==> config.mk <==
export PLATFORM = sky130hd
export DESIGN_NAME = alu_failover_ctrl
export DESIGN_NICKNAME = d
export VERILOG_FILES = /design/src/rtl/alu_failover_ctrl.sv
export SDC_FILE = /design/constraint.sdc
export NUM_CORES = 1
export LEC_CHECK = 0
export BUFFER_PORTS_ARGS = -buffer_cell sky130_fd_sc_hd__buf_2
export CORE_UTILIZATION = 30
export DETAILED_ROUTE_END_ITERATION = 8
export GPL_TIMING_DRIVEN = 0
export HOLD_SLACK_MARGIN = 0.12
export MAX_ROUTING_LAYER = met4
export PLACE_DENSITY = 0.58
export SKIP_LAST_GASP = 1
export SYNTH_ARGS = -nofsm -noshare
export SYNTH_HDL_FRONTEND = slang
export SYNTH_SLANG_ARGS = --single-unit
==> constraint.sdc <==
create_clock -name CLK -period 2.7 [get_ports CLK]
set_input_delay 0.405 -clock CLK [delete_from_list [all_inputs] [get_ports CLK]]
set_output_delay 0.405 -clock CLK [all_outputs]
set_load 0.03 [all_outputs]
==> src/rtl/alu_failover_ctrl.sv <==
// alu_failover_ctrl: selects primary or spare ALU result by voting against a checker ALU.
module alu_failover_ctrl #(
  parameter int WIDTH  = 8,
  parameter int THRESH = 3
) (
  input  logic             CLK,
  input  logic             RST_N,
  input  logic             VALID,
  input  logic [WIDTH-1:0] RES_A,
  input  logic [WIDTH-1:0] RES_B,
  input  logic [WIDTH-1:0] RES_C,
  input  logic             CLR_FAULT,
  output logic             SEL,
  output logic             FAULT_A,
  output logic             FAULT_ALL,
  output logic             CHK_ERR,
  output logic [7:0]       MISMATCH_CNT,
  output logic [1:0]       STATE
);
  localparam logic [1:0] NORMAL   = 2'd0;
  localparam logic [1:0] SUSPECT  = 2'd1;
  localparam logic [1:0] FAILOVER = 2'd2;
  localparam logic [1:0] FAIL_ALL = 2'd3;
  localparam logic [3:0] TH       = THRESH[3:0];
  logic       eq_ac, eq_bc, eq_ab, good, pri, chk, all_diff;
  logic [1:0] state_nx;
  logic [3:0] streak, streak_nx;
  logic       sel_nx, fault_a_nx, fault_all_nx, chk_nx;
  logic [7:0] cnt_nx;
  assign eq_ac    = RES_A == RES_C;
  assign eq_bc    = RES_B == RES_C;
  assign eq_ab    = RES_A == RES_B;
  assign good     = eq_ac;
  assign pri      = !eq_ac && eq_bc;
  assign chk      = !eq_ac && !eq_bc && eq_ab;
  assign all_diff = !eq_ac && !eq_bc && !eq_ab;
  always_ff @(posedge CLK) begin
    if (!RST_N) begin
      STATE        <= NORMAL;
      streak       <= '0;
      SEL          <= 1'b1;
      FAULT_A      <= 1'b0;
      FAULT_ALL    <= 1'b0;
      CHK_ERR      <= 1'b0;
      MISMATCH_CNT <= '0;
    end else begin
      STATE        <= state_nx;
      streak       <= streak_nx;
      SEL          <= sel_nx;
      FAULT_A      <= fault_a_nx;
      FAULT_ALL    <= fault_all_nx;
      CHK_ERR      <= chk_nx;
      MISMATCH_CNT <= cnt_nx;
    end
  end
  always_comb begin
    state_nx  = STATE;
    streak_nx = streak;
    if (CLR_FAULT) begin
      state_nx  = NORMAL;
      streak_nx = '0;
    end else if (VALID) begin
      case (STATE)
        NORMAL: begin
          if (pri) begin
            streak_nx = 4'd1;
            state_nx  = (TH == 4'd1) ? FAILOVER : SUSPECT;
          end else if (all_diff) state_nx = FAIL_ALL;
        end
        SUSPECT: begin
          if (good) begin
            state_nx  = NORMAL;
            streak_nx = '0;
          end else if (pri) begin
            streak_nx = streak + 4'd1;
            if (streak + 4'd1 == TH) state_nx = FAILOVER;
          end else if (all_diff) state_nx = FAIL_ALL;
        end
        FAILOVER: if (!eq_bc && !eq_ab) state_nx = FAIL_ALL;
        default: ;
      endcase
    end
  end
  // SEL freezes at whatever it was when FAIL_ALL was entered
  always_comb begin
    sel_nx       = (state_nx == FAILOVER) ? 1'b0 : (state_nx == FAIL_ALL) ? SEL : 1'b1;
    fault_a_nx   = CLR_FAULT ? 1'b0 : (state_nx == FAILOVER) || FAULT_A;
    fault_all_nx = CLR_FAULT ? 1'b0 : (state_nx == FAIL_ALL) || FAULT_ALL;
    chk_nx       = VALID && !CLR_FAULT && chk && (STATE != FAIL_ALL);
    cnt_nx       = (VALID && !eq_ac && MISMATCH_CNT != 8'hFF) ? MISMATCH_CNT + 8'd1 : MISMATCH_CNT;
  end
endmodule

==> results_dict.tcl <==
set metrics [dict create \
    status "finished clean" \
    yosys-top-cells-count "xnor2_1 (19), dfxtp_1 (18), xor2_1 (10), nor3_1 (9), nand3_1 (7)" \
    drive_gt1_share_pct 31.0 \
    max_freq_mhz 547 \
    yosysMostFrequentCell "xnor2_1" \
    synth_ff_type "dfxtp_1" \
    setup_tns_ps 0 \
    firstDrtPassIters 4 \
    clock_latency_ps 250 \
    final_nets 217 \
    ant_nets 0 \
    synth_fa_ha_area_share_pct 3.01 \
    min_path_type "reg -> reg" \
    cts_hold_buf 0 \
    final.setup.worst_slack_ps 872 \
    final_cells 234 \
    fillCellCount 415 \
    muxShareOfSynthArea_pct 2.51 \
    ys_seq_area_share_pct 28.9 \
    fin_crit_ps 1830 \
    p_total_uw 597 \
    max-vdd-ir-drop_uv 278 \
    globalplace.congestion 0.727 \
    grt_pass1_wl_um 4620 \
    maxSlewHeadroom_pct 70.2 \
    clockBufferDepth 2 \
    drc 0 \
    leakage_nw 0.603 \
    io_buffer_count 41 \
    cts_tree "built" \
    synth.largest_area_cell "dfxtp_1" \
    synthArstFlopShare_pct 0 \
    reg2reg_setup_slack_ps 870 \
    ys_ff_latch 18 \
    startpoint_type "register" \
    cp_slowest_cell "dfxtp_1" \
    drt-wirelength-per-cell_um 11.3 \
    slew_viol_final 0 \
    post_cts_buffers 0 \
    critPathKind "reg -> reg" \
    placed_cells 231 \
    worstPathArrival_ps 1950 \
    synth.distinct_cells 40 \
    hold_viol 0 \
    synth_top_area_share_pct 28.9 \
    path_clk_slew_ps 60 \
    endpoint_kind "register" \
    syn-num-nets 171 \
    synth_warnings 0 \
    vias_per_cell 4.91 \
    syn_avg_cell_area_um2 8.92 \
    drt_iter0_markers 25 \
    r2r_end "FAULT_A" \
    core-area_um2 4000 \
    grt_start_max_net_pins 11 \
    die-area_um2 4420 \
    insertedDiodeCount 0 \
    synth_compound_area_share_pct 16.4 \
    hold_path_end "FAULT_ALL" \
    required_ps 2830 \
    syn_inst 140 \
    post_cts_resized 0 \
    die_x_um 66.5 \
    grt_overflow 0 \
    drv_cap 0 \
    setup_viol 0 \
    worstPathCellList "ha_1, a21boi_0, a21oi_1, o21ai_0, and4_2, o311ai_2, o21ai_1" \
    reg2reg_depth 7 \
    synth_top_cells_by_area "dfxtp_1 (29%), xnor2_1 (13%), xor2_1 (7.0%)" \
    powerDensity_nw_per_um2 384 \
    period_share_pct 67.7 \
    cts.sinks 18 \
    post-place-ws_ps 732 \
    holdPathStages 2 \
    crit_path_max_incr_delay_ps 360 \
    grt_usage_pct 13.8 \
    syn_area_um2 1250 \
    htree_levels 1 \
    first_global_vias 1039 \
    cts-root-buf "clkbuf_8" \
    die_h_um 66.5 \
    area_growth_pct 24.7 \
    pin_count 42 \
    routed_wl_um 2640 \
    hold_start "FAULT_ALL" \
    worst_slew_pin_slew_ps 447 \
    synth_xor_area_share_pct 20.3 \
    grt_setup_unrepaired "no" \
    rr_startpoint "streak[0]" \
    num_vias 1148 \
    worstPathMaxFanout 6 \
    row_count 23 \
    synth_edf_count 0 \
    fin_skew_ps 3.75 \
    numCtsBuffers 3 \
    hpwl_um 2150 \
    antenna_found_initial 0 \
    initial_core_util_pct 31.2 \
    synth_top_family_by_area "simple AND/OR/NAND/NOR gates" \
    synth-simple-area-share_pct 27.4 \
]
metal layers:
layer | routed length [um] | GRT usage [%] | up-vias
met1 | 1250 | 18.4 | 519
met3 | 129 | 4.11 | 2
met4 | 6 | 1.60 | 0
met2 | 1260 | 21.2 | 30
li1 | - | - | 597
met5 | 0 | - | -
final cells by class:
class                      count  area (um^2)  area share [%]
multi-input combinational    117          870            55.8
sequential                    18          360            23.1
timing repair buffer          41          205            13.2
tap                           50         62.6            4.02
clock buffer                   3         41.3            2.65
inverter                       4         15.0           0.964
buffer                         1         3.75           0.241
report_power, final:
group          internal [mW]  switching, mW
logic                 0.0618         0.0762
registers              0.273        0.00902
clock network         0.0989         0.0781
kinds of logic (layout without fill, tap and decap cells):
group | after synthesis | in the layout
simple gates | 54 | 54
flops | 18 | 18
mux | 3 | 3
compound gates | 28 | 28
xor+xnor | 29 | 29
fa+ha+maj | 3 | 3
buf+inv | 5 | 49
placed cells by master (no fill, tap or decap), types with 2 or more instances in the layout:
cell / netlist / layout
a21boi_0: 3 / 3
a21oi_1: 6 / 6
and2_1: 5 / 5
buf_2: 0 / 41
clkbuf_8: 0 / 3
dfxtp_1: 18 / 18
ha_1: 3 / 3
inv_1: 4 / 4
mux2i_1: 2 / 2
nand2_1: 5 / 5
nand2b_1: 5 / 5
nand3_1: 7 / 7
nand4_1: 3 / 3
nand4_2: 2 / 2
nor2_1: 2 / 2
nor2b_1: 5 / 5
nor3_1: 9 / 9
nor4_2: 2 / 2
o21ai_0: 6 / 6
o21ai_1: 2 / 2
or3_1: 3 / 3
xnor2_1: 19 / 19
xor2_1: 10 / 10
stage by stage:
step | hold WS [ps] | instance area [um^2] | util [%]
2_1_floorplan | 441 | 1250 | -
3_3_place_gp | 437 | 1520 | 37.9
3_5_place_dp | 439 | 1520 | 37.9
4_1_cts | 453 | 1560 | 38.9
5_1_grt | 474 | 1560 | 38.9
6_report | 448 | 1560 | 38.9
worst max path at each step:
stage               slack, ps            start               to
floorplan                 980  MISMATCH_CNT[0]  MISMATCH_CNT[7]
global placement          760         RES_B[5]              SEL
detailed placement        730         RES_C[1]        streak[3]
CTS                       850        streak[0]          FAULT_A
global route              750        streak[0]          FAULT_A
finish                    870        streak[0]          FAULT_A
worst max-delay path: cells and delay by family, from the launching register on:
| family | cells | cell delay [ps] |
|---|---|---|
| adders and majority gates | 1 | 260 |
| and+or+nand+nor | 1 | 270 |
| DFF | 1 | 360 |
| AOI/OAI and AO/OA | 5 | 800 |
flip-flops by register name, indices dropped and copies added, names as in the netlist:
signal / cells
STATE: 2
SEL: 1
MISMATCH_CNT: 8
CHK_ERR: 1
FAULT_A: 1
FAULT_ALL: 1
streak: 4
Note: power is estimated with default switching activity, not from simulation.
